$ cat config.mk
export PLATFORM = sky130hd
export DESIGN_NAME = serial_pattern_tx_flat
export DESIGN_NICKNAME = d
export VERILOG_FILES = /design/src/rtl/serial_pattern_tx_if.sv /design/src/rtl/serial_pattern_tx.sv /design/src/flat_wrapper.sv
export SDC_FILE = /design/constraint.sdc
export NUM_CORES = 1
export LEC_CHECK = 0
export CAP_MARGIN = 0
export CORE_UTILIZATION = 53
export DETAILED_ROUTE_END_ITERATION = 7
export PLACE_DENSITY = 0.79
export SLEW_MARGIN = 5
export SYNTH_ARGS = -nofsm -noshare
export SYNTH_HDL_FRONTEND = slang
export SYNTH_SLANG_ARGS = --single-unit
$ cat constraint.sdc
create_clock -name clk -period 2.35 [get_ports clk]
set_input_delay 0.47 -clock clk [delete_from_list [all_inputs] [get_ports clk]]
set_output_delay 0.47 -clock clk [all_outputs]
set_load 0.02 [all_outputs]
$ cat src/rtl/serial_pattern_tx_if.sv
// Handshake and serial-output bundle for serial_pattern_tx.
// The master drives the request side; the slave (the transmitter) drives the stream.
interface serial_pattern_tx_if #(
  parameter int WIDTH = 8,
  parameter int CNT_W = 4
);
  logic             start;
  logic [WIDTH-1:0] data;
  logic [CNT_W-1:0] reps;
  logic             abort;
  logic             x;
  logic             x_valid;
  logic             ready;
  logic             busy;
  logic             done;

  modport master (
    output start, data, reps, abort,
    input  x, x_valid, ready, busy, done
  );

  modport slave (
    input  start, data, reps, abort,
    output x, x_valid, ready, busy, done
  );
endinterface

$ cat src/rtl/serial_pattern_tx.sv
// MSB-first serial word transmitter with repeat count, abort and done pulse.
// Produces the detector x stream; every output decodes from registered state.
module serial_pattern_tx #(
  parameter int WIDTH = 8,
  parameter int CNT_W = 4
) (
  input  logic                clk,
  input  logic                reset,
  serial_pattern_tx_if.slave  bus
);
  localparam int BCW = (WIDTH > 1) ? $clog2(WIDTH) : 1;

  localparam logic [1:0] IDLE  = 2'b00;
  localparam logic [1:0] SHIFT = 2'b01;
  localparam logic [1:0] DONE  = 2'b10;

  logic [1:0]       state_q, state_d;
  logic [WIDTH-1:0] sr_q, sr_d;
  logic [WIDTH-1:0] word_q, word_d;
  logic [BCW-1:0]   bcnt_q, bcnt_d;
  logic [CNT_W-1:0] rcnt_q, rcnt_d;

  always_comb begin
    state_d = state_q;
    sr_d    = sr_q;
    word_d  = word_q;
    bcnt_d  = bcnt_q;
    rcnt_d  = rcnt_q;
    case (state_q)
      IDLE: begin
        // abort wins over a same-cycle start
        if (bus.start && !bus.abort) begin
          sr_d    = bus.data;
          word_d  = bus.data;
          rcnt_d  = bus.reps;
          bcnt_d  = BCW'(WIDTH - 1);
          state_d = SHIFT;
        end
      end
      SHIFT: begin
        if (bus.abort) begin
          state_d = IDLE;
        end else if (bcnt_q == '0) begin
          if (rcnt_q != '0) begin
            // reload with no gap cycle between repeated words
            sr_d   = word_q;
            bcnt_d = BCW'(WIDTH - 1);
            rcnt_d = rcnt_q - 1'b1;
          end else begin
            state_d = DONE;
          end
        end else begin
          sr_d   = sr_q << 1;
          bcnt_d = bcnt_q - 1'b1;
        end
      end
      DONE:    state_d = IDLE;
      default: state_d = IDLE;
    endcase
  end

  always_ff @(posedge clk or posedge reset) begin
    if (reset) begin
      state_q <= IDLE;
      sr_q    <= '0;
      word_q  <= '0;
      bcnt_q  <= '0;
      rcnt_q  <= '0;
    end else begin
      state_q <= state_d;
      sr_q    <= sr_d;
      word_q  <= word_d;
      bcnt_q  <= bcnt_d;
      rcnt_q  <= rcnt_d;
    end
  end

  assign bus.x       = (state_q == SHIFT) & sr_q[WIDTH-1];
  assign bus.x_valid = (state_q == SHIFT);
  assign bus.busy    = (state_q == SHIFT);
  assign bus.done    = (state_q == DONE);
  assign bus.ready   = (state_q == IDLE);
endmodule

$ cat src/flat_wrapper.sv
// flat-port wrapper written by rule: the top's interface ports become plain ports
module serial_pattern_tx_flat 
#(
  parameter int WIDTH = 8,
  parameter int CNT_W = 4
)
  (clk, reset, bus_start, bus_data, bus_reps, bus_abort, bus_x, bus_x_valid, bus_ready, bus_busy, bus_done);
  serial_pattern_tx_if #(.WIDTH(WIDTH), .CNT_W(CNT_W)) bus_i ();
  input  logic clk;
  input  logic reset;
  input wire logic [$bits(bus_i.start)-1:0] bus_start;
  input wire logic [$bits(bus_i.data)-1:0] bus_data;
  input wire logic [$bits(bus_i.reps)-1:0] bus_reps;
  input wire logic [$bits(bus_i.abort)-1:0] bus_abort;
  output wire logic [$bits(bus_i.x)-1:0] bus_x;
  output wire logic [$bits(bus_i.x_valid)-1:0] bus_x_valid;
  output wire logic [$bits(bus_i.ready)-1:0] bus_ready;
  output wire logic [$bits(bus_i.busy)-1:0] bus_busy;
  output wire logic [$bits(bus_i.done)-1:0] bus_done;
  assign bus_i.start = bus_start;
  assign bus_i.data = bus_data;
  assign bus_i.reps = bus_reps;
  assign bus_i.abort = bus_abort;
  assign bus_x = bus_i.x;
  assign bus_x_valid = bus_i.x_valid;
  assign bus_ready = bus_i.ready;
  assign bus_busy = bus_i.busy;
  assign bus_done = bus_i.done;
  serial_pattern_tx #(.WIDTH(WIDTH), .CNT_W(CNT_W)) u_core (.clk(clk), .reset(reset), .bus(bus_i));
endmodule
* Word-level counts from Yosys, hierarchy flattened
Index checks and enable logic that the tools add are counted.
** Word-level totals
- Flip-flop bits (word level) :: 25
- Input bits :: 16
- Logic and storage cells :: 47
** Operators by class
- $add $sub $neg :: 2
- Eq/ne operators :: 9
- Muxes and demuxes :: 20
- Bitwise operators :: 1
- Reduce and logical (&&, ||, !) cells :: 10
** Operators by type and width (count)
- 2-to-1 mux 8 bit :: 4
- 2-to-1 mux 4 bit :: 4
- one-hot mux 8 bit (2 select lines) :: 1
- 2-to-1 mux 3 bit :: 4
- 2-to-1 mux 2 bit :: 4
- one-hot mux 4 bit (2 select lines) :: 1
- != test 2 x 1 -> 1 bit (second input constant) :: 3
- != test 3 bit (second input constant) :: 2
- one-hot mux 3 bit (2 select lines) :: 1
- AND reduction 5 bit :: 1
- one-hot mux 2 bit (2 select lines) :: 1
- AND reduction 4 bit :: 1
- nonzero test 4 bit :: 1
- subtractor 4 x 1 -> 4 bit (second input constant) :: 1
- logical NOT 3 bit :: 1
- != test 3 x 2 -> 1 bit (second input constant) :: 1
- AND reduction 3 bit :: 1
- subtractor 3 x 1 -> 3 bit (second input constant) :: 1
- equality test 2 x 1 -> 1 bit (second input constant) :: 1
- equality test 2 bit (second input constant) :: 1
- logical NOT 2 bit :: 1
- != test 2 bit (second input constant) :: 1
- AND reduction 2 bit :: 1
- nonzero test 2 bit :: 1
- 3 further kinds :: 3

* Longest topological paths before layout
- Word-level depth :: 5
- Mapped depth :: 7

* Least setup slack after synthesis
OpenSTA, ideal clock, no wires.
- Path type :: register to register
- Start :: reg u_core.rcnt_q[0]
- End :: reg u_core.sr_q[1]
- Library setup time :: 0.118 ns
- Data arrival time :: 1.542 ns
- Data required time :: 2.232 ns
- Path slack :: 0.690 ns
- Stages on the path, launching flop included :: 8
- Path buffers :: 1
- Path through :: dfrtp_1 inv_1 ha_1 or3b_4 o211ai_4 buf_6 a211oi_1 a21o_1
** Between the ends
- Cells in the longest elaborated chain, start to end :: 3
** Ends and longest elaborated chain
- start, declared :: line serial_pattern_tx.sv:21 : logic [CNT_W-1:0] rcnt_q, rcnt_d;
- start signal, assigned :: line serial_pattern_tx.sv:74 : rcnt_q <= rcnt_d;
- nonzero test 4 bit :: line serial_pattern_tx.sv:44 : if (rcnt_q != '0) begin
- != test 3 bit (no source line)
- AND reduction 4 bit (no source line)
- end signal, assigned :: line serial_pattern_tx.sv:71 : sr_q <= sr_d;
- end, declared :: line serial_pattern_tx.sv:18 : logic [WIDTH-1:0] sr_q, sr_d;
No other way between the ends.
A chain may end at the register's enable or synchronous reset.

* Worst setup path in the final report
- Start :: reg u_core.state_q[1]
- End :: out bus_x
** Between the ends
- Cells in the longest elaborated chain, start to end :: 2
** Ends and longest elaborated chain
- start, declared :: line serial_pattern_tx.sv:17 : logic [1:0] state_q, state_d;
- start signal, assigned :: line serial_pattern_tx.sv:70 : state_q <= state_d;
- equality test 2 x 1 -> 1 bit :: line serial_pattern_tx.sv:78 : assign bus.x = (state_q == SHIFT) & sr_q[WIDTH-1];
- bitwise AND 1 bit :: line serial_pattern_tx.sv:78
- end, declared :: line flat_wrapper.sv:15 : output wire logic [$bits(bus_i.x)-1:0] bus_x;
No other way between the ends.

==> results by stage <==
Clock tree:
- CTS saw 25 sinks.
- The clock-pin slew on the worst setup and hold paths is 130 ps.
- TritonCTS built the clock tree.
- The number of buffers created by CTS is 3.
- The clock passes through at most 2 buffers.
- The maximum level of the CTS H-tree is 1.
- The tree is rooted in a clkbuf_4.
- At the later pin of the worst-skew pair, clock insertion delay measures 310 ps.

Placed design:
- At the end of routability-driven placement, the weighted congestion stood at 0.769.
- The cell count after placement is 169.
- The placed standard-cell area is 1550 µm².
- Detailed placement finished with a half-perimeter wire length of 1.77 mm.
- In this run the tool buffered the top-level ports with 20 buffer cells.

Critical path:
- For the worst setup path, the data arrival time is 1650 ps.
- The signal on the critical path passes through nand2b_1, bufinv_16, and2_1, dlygate4sd2_1.
- The worst path required time is 1880 ps.
- STA classifies the critical path startpoint as a flop.
- The kind of end point of the critical path is a primary output.
- The type of the worst setup path is flop to primary output.
- In this design, the stage delay of the slowest critical-path cell is 430 ps.
- Among all stages on the critical path, the largest delay is contributed by dfrtp_1.
- The maximum net fanout on the critical path is 26.

Pwr:
- The clock power share is 0.185.
- The share of total power dissipated in combinational logic is 0.262.
- VDD sags by at most 0.439 mV.
- The share of total power consumed by net switching is 0.294.
- The proportion of power drawn by flip-flops and latches is 0.553.
- The leakage dissipation is 0.727 nW.
- The power density of the placed cells is 632 nW/µm².
- The completed layout was analyzed and its total power is 1.01 mW.
- The reported net switching power is 297 µW.
- The internal power component is 714 µW.

Cells and area:
- The final-layout fill cell count is 182.
- Across the whole layout, storage elements account for 626 µm².
- Leaving out fill and tap cells, the most frequent cells in the layout are dfrtp_1 (25), clkdlybuf4s50_1 (17), nor2_1 (13).
- The most frequent standard cell in the layout excluding fill and tap cells is dfrtp_1.
- From synthesis to final layout, the design area changed by 16.9%.
- Of the cells placed in the final design, the portion with a size suffix greater than 1 is 0.140.
- 0 antenna diodes ended up in the layout.
- The area of the multi-input gates is 638 µm².
- The final cell count without fillers is 173.
- The post-layout net count is 164.
- Summing all non-filler instances in the final layout gives an area of 1600 µm².

Hold path:
- The worst hold-check path type is input pin to asynchronous set/reset pin.

STA:
- Setup violations remaining at the end of the flow were counted as 0.
- The number of hold violations in the final report came to 0.
- The hold slack is 489 ps.
- Setup repair after global routing left no endpoint under its margin.
- The smallest clock period supported by the final layout is computed as 2120 ps.
- The timing-limited maximum frequency is 472 MHz.
- The final total negative setup slack is 0 ps.
- The largest clock skew in the final design is 2.27 ps.
- The number of slew-limit violations in the final report is 0.
- At the pin with the least slew margin, the transition time is 516 ps.
- The remaining max-slew budget at the tightest pin is 0.655.
- The ratio of final minimum period to clock period is 0.901.

Global route:
- The via count of the first global-routing pass was 937.
- The number of antenna violations at the first check in global routing was 0.
- The first-pass GRT wire length is 4.13 mm.
- Entering global routing, the biggest net connects 27 pins.
- The total routing usage reported by global routing is 0.210.
- Global routing finished with a remaining overflow of 0.

Synthesis:
- dfrtp_1 takes more of the synthesized area than any other cell.
- Yosys printed 0 warnings.
- In the synthesized netlist the async set-or-reset flop fraction comes to 1.00.
- The flop and latch count out of synthesis is 25.
- The fraction of the yosys area taken by sequential cells is 0.457.
- Among all flip-flop cells after synthesis, the most frequent one is dfrtp_1.
- By area the synthesized netlist is led by dfrtp_1 (46%), mux2i_1 (6.6%), mux2_2 (6.6%).
- In the synthesized netlist, the number of instances is 124.
- The total nets after synthesis is 144.
- Yosys mapped the design onto 35 distinct sky130hd cell types.
- Each instance of the synthesized netlist takes up on average 11.0 µm².
- The netlist area before placement is 1370 µm².
- The number of flops mapped to enable cells by yosys is 0.
- Of the post-synthesis cell area, the dominant cell type holds 0.457.

Route:
- The routed wire length per instance is 14.1 µm.
- The final routed DRC violation total is 0.
- Wires add up to 2.44 mm.
- The initial detailed-routing violation count is 15.
- The number of routed nets with antenna violations is 0.
- The count of vias placed by the detailed router is 963.
- The number of search-and-repair iterations in the first detailed-routing pass is 4.
- In the routed layout, each cell is associated on average with a via count of 5.57.

Floorplanning:
- For this configuration, the core starts out at a cell density of 0.557.
- Measured along the y axis, the die boundary spans 52.8 µm.
- The chip width is 52.8 µm.
- The top-level port count is 21.
- The floorplan has 18 rows.
- The floorplan core area is 2450 µm².
- The die covers 2790 µm².

Status:
- The run finished with clean final reports.

Run:
- The number of max-capacitance violations reported is 0.
metrics by stage:
stage | util | setup slack (ps)
after floorplan | - | 690
after global placement | 0.631 | 280
after detailed placement | 0.631 | 232
after CTS | 0.649 | 52.7
after global routing | 0.651 | 130
final | 0.651 | 232
logic make-up (layout without fill, tap and decap cells):
kind of cell,after synthesis,count (layout),share of synthesized area
adder cells (fa/ha/maj),4,4,0.0366
AND/OR/NAND/NOR,31,31,0.125
flip-flops,25,25,0.457
AO/OA/AOI/OAI,33,33,0.173
multiplexers,17,17,0.132
buffers and inverters,14,33,0.0759
power groups by stage:
stage	Clock [mW]	Sequential, mW	Combinational, mW
after detailed placement	0	0.565	0.264
after CTS	0.195	0.558	0.270
after global placement	0	0.563	0.251
after global routing	0.210	0.566	0.300
after floorplan	0	0.552	0.203
final	0.187	0.559	0.265
flip-flops by register name, indices dropped and copies added, names as in the netlist:
name and count:
u_core.word_q 8, u_core.rcnt_q 4, u_core.state_q 2, u_core.bcnt_q 3, u_core.sr_q 8
final cells by class:
class / count / area share
repair buffers: 22 / 0.137
well taps: 30 / 0.0235
inverters: 7 / 0.0329
flip-flops and latches: 25 / 0.391
multi-input cells: 85 / 0.399
clock buffers: 4 / 0.0164
worst paths after layout:
kind,start,end,slack [ps],cells after the start
min in group clk,u_core.sr_q[6],u_core.sr_q[6],490,1
min reg2reg,u_core.sr_q[6],u_core.sr_q[6],490,1
max,u_core.state_q[1],bus_x,230,4
min,reset,u_core.word_q[2],490,3
max reg2reg,u_core.rcnt_q[0],u_core.sr_q[5],370,6
max in group asynchronous,reset,u_core.rcnt_q[2],1620,3
per-layer routing:
layer | track usage | up-vias | routed length [µm]
li1 | - | 481 | -
met1 | 0.258 | 462 | 1090
met2 | 0.361 | 18 | 1260
met3 | 0.0290 | 2 | 72
met4 | 0.0965 | 0 | 17
met5 | 0 | - | 0
synthesized netlist by cell type (all sizes together), types with 2 or more instances:
cell	instances
nand2	3
mux2i	9
clkbuf	2
and2	2
nor3	2
a21o	7
a211oi	7
nor2	14
o21ai	4
inv	7
o22a	2
mux2	8
o31ai	2
nand3	2
buf	5
a21oi	7
ha	4
dfrtp	25
critical path, delay by kind of cell, from the launching register on:
| kind | cells | cell delay, ps |
|---|---|---|
| DFF | 1 | 430 |
| buffers and inverters | 2 | 580 |
| and+or+nand+nor | 2 | 320 |
repair_timing:
action | 4_1_cts | 5_1_grt
setup buffers | 0 | 0
hold buffers | 0 | 0
setup endpoints to repair | 1 | 2
resized for setup | 2 | 2
Power figures use the tool's default switching activity.
